File: src/rtl/msrv32_pkg.sv
// ---------------------------------------------------------------------------
// msrv32_pkg
//   Shared definitions for the fetch-stage PC register:
//   - pc_state_t : PC register FSM states (BOOT, RUN, MISALIGNED)
//   - BOOT_CNT_W : width of the boot-delay counter
//   - align_mask : low-address-bit mask for a given instruction alignment
// ---------------------------------------------------------------------------
package msrv32_pkg;

  typedef enum logic [1:0] {
    BOOT       = 2'd0,
    RUN        = 2'd1,
    MISALIGNED = 2'd2
  } pc_state_t;

  localparam int unsigned BOOT_CNT_W = 8;

  // Mask selecting the address bits that must be zero for an aligned
  // instruction (IALIGN=4 -> 32'h3, IALIGN=2 -> 32'h1).
  function automatic logic [31:0] align_mask(input int unsigned ialign);
    return 32'(ialign) - 32'd1;
  endfunction

endpackage

File: src/rtl/msrv32_boot_counter.sv
// ---------------------------------------------------------------------------
// msrv32_boot_counter
//   8-bit boot-delay counter. Counts every rising edge while enabled and
//   raises done while enabled and the count equals BOOT_DELAY, so the owner
//   leaves BOOT on the edge where the count has reached BOOT_DELAY.
// Ports
//   clk    in  rising-edge clock
//   rst_n  in  asynchronous active-low reset (count -> 0)
//   en     in  count enable (owner is in BOOT)
//   done   out boot delay elapsed
// ---------------------------------------------------------------------------
module msrv32_boot_counter
  import msrv32_pkg::*;
#(
  parameter int unsigned BOOT_DELAY = 2
) (
  input  logic clk,
  input  logic rst_n,
  input  logic en,
  output logic done
);

  logic [BOOT_CNT_W-1:0] cnt;

  // Boot counter register: advances once per edge while enabled.
  always_ff @(posedge clk or negedge rst_n) begin
    if (!rst_n) begin
      cnt <= '0;
    end else if (en) begin
      cnt <= cnt + 8'd1;
    end else begin
      cnt <= cnt;
    end
  end

  // Done decode against the configured delay.
  always_comb begin
    done = 1'b0;
    if (en && (cnt == BOOT_CNT_W'(BOOT_DELAY))) begin
      done = 1'b1;
    end else begin
      done = 1'b0;
    end
  end

endmodule

File: src/rtl/msrv32_pc_reg_block.sv
// ---------------------------------------------------------------------------
// msrv32_pc_reg_block
//   Fetch-stage PC register. Holds the current fetch PC and advances it to
//   the PC-mux value on an accepted fetch. Supports pipeline stall, trap
//   redirect (highest priority), a boot delay after reset and detection of
//   misaligned next-PC values, which freeze fetch until a trap.
// Ports
//   ms_riscv32_mp_clk_in    in   clock, rising edge
//   ms_riscv32_mp_rst_n_in  in   asynchronous active-low reset
//   pc_mux_in               in   next PC from the PC mux
//   imem_ready_in           in   instruction memory can take a fetch
//   stall_in                in   pipeline stall, hold PC
//   trap_in                 in   trap redirect request
//   trap_vector_in          in   trap target (low bits forced to alignment)
//   pc_out                  out  current fetch PC
//   pc_prev_out             out  PC of the last accepted fetch
//   pc_valid_out            out  pc_out is a valid fetch request (RUN)
//   misaligned_out          out  misaligned next PC seen, fetch frozen
//   misaligned_addr_out     out  offending next PC
//   boot_done_out           out  boot delay finished (sticky)
//   fetch_count_out         out  accepted fetch count, wraps
// ---------------------------------------------------------------------------
module msrv32_pc_reg_block
  import msrv32_pkg::*;
#(
  parameter int unsigned     XLEN         = 32,
  parameter logic [XLEN-1:0] RESET_VECTOR = 32'h0000_0000,
  parameter int unsigned     BOOT_DELAY   = 2,
  parameter int unsigned     IALIGN       = 4
) (
  input  logic            ms_riscv32_mp_clk_in,
  input  logic            ms_riscv32_mp_rst_n_in,
  input  logic [XLEN-1:0] pc_mux_in,
  input  logic            imem_ready_in,
  input  logic            stall_in,
  input  logic            trap_in,
  input  logic [XLEN-1:0] trap_vector_in,
  output logic [XLEN-1:0] pc_out,
  output logic [XLEN-1:0] pc_prev_out,
  output logic            pc_valid_out,
  output logic            misaligned_out,
  output logic [XLEN-1:0] misaligned_addr_out,
  output logic            boot_done_out,
  output logic [31:0]     fetch_count_out
);

  localparam logic [XLEN-1:0] ALIGN_MASK = XLEN'(align_mask(IALIGN));

  pc_state_t       state;
  pc_state_t       state_nxt;
  logic [XLEN-1:0] pc_nxt;
  logic [XLEN-1:0] pc_prev_nxt;
  logic            misaligned_nxt;
  logic [XLEN-1:0] misaligned_addr_nxt;
  logic            boot_done_nxt;
  logic [31:0]     fetch_count_nxt;
  logic            boot_expired;
  logic            accept;
  logic            target_misaligned;
  logic [XLEN-1:0] trap_target;

  msrv32_boot_counter #(
    .BOOT_DELAY (BOOT_DELAY)
  ) u_boot_counter (
    .clk   (ms_riscv32_mp_clk_in),
    .rst_n (ms_riscv32_mp_rst_n_in),
    .en    (state == BOOT),
    .done  (boot_expired)
  );

  assign pc_valid_out      = (state == RUN);
  assign accept            = (state == RUN) && imem_ready_in && !stall_in && !trap_in;
  assign target_misaligned = ((pc_mux_in & ALIGN_MASK) != '0);
  // Trap targets are forced onto the instruction alignment grid.
  assign trap_target       = trap_vector_in & ~ALIGN_MASK;

  // Next-state and next-register decode; trap outranks stall, ready and misalign.
  always_comb begin
    state_nxt           = state;
    pc_nxt              = pc_out;
    pc_prev_nxt         = pc_prev_out;
    misaligned_nxt      = misaligned_out;
    misaligned_addr_nxt = misaligned_addr_out;
    boot_done_nxt       = boot_done_out;
    fetch_count_nxt     = fetch_count_out;
    case (state)
      BOOT: begin
        if (boot_expired) begin
          state_nxt     = RUN;
          boot_done_nxt = 1'b1;
        end else begin
          state_nxt = BOOT;
        end
      end
      RUN: begin
        if (trap_in) begin
          pc_nxt         = trap_target;
          misaligned_nxt = 1'b0;
          state_nxt      = RUN;
        end else if (accept) begin
          if (target_misaligned) begin
            state_nxt           = MISALIGNED;
            misaligned_nxt      = 1'b1;
            misaligned_addr_nxt = pc_mux_in;
          end else begin
            pc_prev_nxt     = pc_out;
            pc_nxt          = pc_mux_in;
            fetch_count_nxt = fetch_count_out + 32'd1;
          end
        end else begin
          state_nxt = RUN;
        end
      end
      MISALIGNED: begin
        if (trap_in) begin
          pc_nxt         = trap_target;
          misaligned_nxt = 1'b0;
          state_nxt      = RUN;
        end else begin
          state_nxt = MISALIGNED;
        end
      end
      default: begin
        // Unreachable encoding: freeze fetch until a trap restores control.
        state_nxt      = MISALIGNED;
        misaligned_nxt = 1'b1;
      end
    endcase
  end

  // State and output registers.
  always_ff @(posedge ms_riscv32_mp_clk_in or negedge ms_riscv32_mp_rst_n_in) begin
    if (!ms_riscv32_mp_rst_n_in) begin
      state               <= BOOT;
      pc_out              <= RESET_VECTOR;
      pc_prev_out         <= RESET_VECTOR;
      misaligned_out      <= 1'b0;
      misaligned_addr_out <= '0;
      boot_done_out       <= 1'b0;
      fetch_count_out     <= 32'd0;
    end else begin
      state               <= state_nxt;
      pc_out              <= pc_nxt;
      pc_prev_out         <= pc_prev_nxt;
      misaligned_out      <= misaligned_nxt;
      misaligned_addr_out <= misaligned_addr_nxt;
      boot_done_out       <= boot_done_nxt;
      fetch_count_out     <= fetch_count_nxt;
    end
  end

endmodule

File: config.mk
export PLATFORM = sky130hd
export DESIGN_NAME = msrv32_pc_reg_block
export DESIGN_NICKNAME = d
export VERILOG_FILES = /design/src/rtl/msrv32_pkg.sv /design/src/rtl/msrv32_boot_counter.sv /design/src/rtl/msrv32_pc_reg_block.sv
export SDC_FILE = /design/constraint.sdc
export NUM_CORES = 1
export LEC_CHECK = 0
export CORE_UTILIZATION = 25
export DETAILED_ROUTE_END_ITERATION = 12
export SETUP_SLACK_MARGIN = 0.2
export SLEW_MARGIN = 20
export SYNTH_ARGS = -nofsm -noshare
export SYNTH_HDL_FRONTEND = slang
export SYNTH_HIERARCHICAL = 1
export SYNTH_SLANG_ARGS = --single-unit
File: constraint.sdc
create_clock -name ms_riscv32_mp_clk_in -period 2.7 [get_ports ms_riscv32_mp_clk_in]
set_input_delay 0.27 -clock ms_riscv32_mp_clk_in [delete_from_list [all_inputs] [get_ports ms_riscv32_mp_clk_in]]
set_output_delay 0.27 -clock ms_riscv32_mp_clk_in [all_outputs]
set_load 0.05 [all_outputs]
==> results.json <==
{
  "syn2layout_area_growth_pct": 50.5,
  "multi_input_area_um2": 2290,
  "cts.path.max_buffers": 2,
  "drv_cap": 0,
  "synthArstFlopShare_pct": 100,
  "cp_max_fo": 8,
  "min_period_ns": 2.25,
  "globalRoute.totalOverflow": 0,
  "clock_latency_ns": 0.42,
  "p_leak_nw": 4.06,
  "finalCritPeriodShare_pct": 83.3,
  "htreeDepth": 4,
  "drtAntennaViolNets": 0,
  "die_y_um": 156,
  "fin_nets": 817,
  "syn_nets": 613,
  "grtUsageTotal_pct": 14.0,
  "worst_pin_slew_ns": 0.636,
  "synthesis.area_um2": 5910,
  "detail_route.wl_per_cell_um": 15.2,
  "worst_setup_path_start_kind": "flop",
  "layout_common_cells": "196 x clkdlybuf4s50_1, 151 x nand2_1, 140 x dfrtp_1, 33 x o21ai_0, 30 x mux2i_1",
  "fmax_mhz": 445,
  "hold_viol_final": 0,
  "routabilityCongestion": 0.769,
  "drtIter0Drc": 195,
  "via_per_inst": 4.24,
  "reg2reg_depth": 4,
  "io_buffers": 197,
  "regArea_um2": 3500,
  "skew_ns": 0.0121,
  "vdd_drop_max_uv": 545,
  "dr_total_vias": 4536,
  "reg2reg_to": "fetch_count_out[31]$_DFFE_PN0P_",
  "ys_seq_area_share_pct": 59.3,
  "setup_viol": 0,
  "synth_compound_area_share_pct": 3.73,
  "drive_gt1_share_pct": 10.8,
  "ys_warn_count": 6,
  "root_buffer": "clkbuf_16",
  "synth_cells": 541,
  "power_density_nw_per_um2": 1160,
  "final_max_slew_viol_count": 0,
  "synth_xor_area_share_pct": 5.78,
  "antenna_found_initial": 0,
  "cts.clk_slew.worst_paths_ns": 0.07,
  "final_common_cell": "clkdlybuf4s50_1",
  "finalPower_w": 0.0103,
  "cts_resized": 0,
  "synth.distinct_cells": 32,
  "synth_top_family_by_area": "simple AND/OR/NAND/NOR gates",
  "nFillCells": 2267,
  "fp-row-count": 55,
  "synthAdderAreaFrac_pct": 0.635,
  "worstPathArrival_ns": 1.98,
  "core_um2": 22900,
  "rsz0062_at_grt": "no",
  "numCtsBuffers": 17,
  "dr.pass1.iters": 4,
  "drc": 0,
  "grt_pass1_vias": 4631,
  "yosys_register_bits": 140,
  "synthMuxAreaShare_pct": 10.8,
  "fp.dieArea_um2": 24300,
  "slew_headroom_pct": 57.6,
  "initial_core_util_pct": 25.8,
  "routed_wl_mm": 16.3,
  "num_io_pins": 200,
  "die_w_um": 156,
  "grt_pass1_wl_mm": 25.8,
  "grt_max_degree": 67,
  "hpwl_mm": 11.5,
  "synthFlopType": "dfrtp_1",
  "r2r_slack_ns": 0.68,
  "syn_area_per_cell_um2": 10.9,
  "synth_edf_count": 0,
  "cts_tree": "done",
  "cts_sinks": 140,
  "required_ns": 2.43,
  "crit_type": "reg -> out",
  "timing.setup.tns_ns": 0,
  "n_antenna_cell": 0,
  "yosys.area_share.simple_pct": 17.2,
  "cp-end-kind": "output port",
  "hp-class": "in -> async",
  "status": "finished clean",
  "timing.rr.start": "state[1]$_DFFE_PN0P_"
}
==> worst max-delay path: stages (launching register included) <==
cell             delay, ns
dfrtp_1               0.50
nor2b_1               0.23
clkdlybuf4s50_1       0.84
==> registers in the layout, summed over array words and instances (netlist names) <==
signal and flops:
pc_out 32, pc_prev_out 32, fetch_count_out 32, misaligned_out 1, misaligned_addr_out 32, boot_done_out 1, state 2, u_boot_counter/cnt 8
==> logic make-up (layout without fill, tap and decap cells) <==
logic type,Yosys count,after routing
simple gates,224,224
compound gates,41,41
flops,140,140
xor+xnor,39,39
mux,60,60
buf+inv,34,251
fa+ha+maj,3,3
==> power breakdown <==
group | leakage (nW) | switching [W] | internal (W)
clock network | 0.267 | 0.000994 | 0.00121
logic | 2.00 | 0.00320 | 0.00165
registers | 1.79 | 0.000493 | 0.00278
==> routing by layer <==
layer / track usage, % / wire length (um)
met5: 0 / 0
met4: 3.27 / 82
met3: 5.53 / 1020
met2: 22.6 / 7800
met1: 17.4 / 7350
==> synth_stat cells (2+ instances only) <==
| cell | instances | area, um2 |
|---|---|---|
| ha_1 | 3 | 37.5 |
| nor3_1 | 6 | 30.0 |
| and2_1 | 6 | 37.5 |
| nand4_1 | 8 | 50.1 |
| buf_2 | 12 | 60.1 |
| a22o_1 | 2 | 17.5 |
| nand3_1 | 14 | 70.1 |
| nor2_1 | 9 | 33.8 |
| a22oi_1 | 2 | 15.0 |
| nor4_1 | 14 | 87.6 |
| xor2_1 | 26 | 228 |
| clkbuf_1 | 11 | 41.3 |
| mux2i_1 | 30 | 300 |
| a21oi_1 | 2 | 10.0 |
| nand2_1 | 152 | 571 |
| o21ai_0 | 33 | 165 |
| xnor2_1 | 13 | 114 |
| mux2_2 | 29 | 327 |
| inv_1 | 9 | 33.8 |
| and3_1 | 5 | 31.3 |
| and4_1 | 5 | 43.8 |
| dfrtp_1 | 140 | 3500 |
==> through the flow <==
| step | area, um2 | utilization [%] | worst slack, ns | hold WS, ns | cells |
|---|---|---|---|---|---|
| final | 8890 | 38.8 | 0.451 | 0.428 | 1071 |
| after CTS | 8890 | 38.8 | 0.423 | 0.436 | 1071 |
| after global placement | 8330 | 36.3 | 0.338 | 0.323 | 1038 |
| after detailed placement | 8330 | 36.3 | 0.333 | 0.324 | 1038 |
| after global routing | 8890 | 38.8 | 0.342 | 0.461 | 1071 |
| after floorplan | 5910 | - | 0.392 | -0.0256 | 541 |
==> worst max path at each step <==
stage | start | to | cells past startpoint
global placement | pc_mux_in[1] | fetch_count_out[31]$_DFFE_PN0P_ | 5
floorplan | state[0]$_DFFE_PN0P_ | misaligned_addr_out[8]$_DFFE_PN0P_ | 6
global route | state[1]$_DFFE_PN0P_ | pc_valid_out | 2
CTS | state[1]$_DFFE_PN0P_ | pc_valid_out | 2
detailed placement | pc_mux_in[1] | fetch_count_out[31]$_DFFE_PN0P_ | 5
finish | state[1]$_DFFE_PN0P_ | pc_valid_out | 2
==> final cells by class <==
type                       count  share of cell area, %
clock buffer                  17                   4.78
clock inverter                15                   1.48
inverter                       9                  0.380
multi-input combinational    367                   25.7
sequential                   140                   39.4
tap                          313                   4.40
timing repair buffer         210                   23.9
==> timing repair <==
| action | CTS | global route |
|---|---|---|
| setup endpoints to repair | 0 | 0 |
| hold buffers | 1 | 0 |
| setup buffers | 0 | 0 |
| hold endpoints to repair | 63 | 0 |
Note: power is estimated with default switching activity, not from simulation.
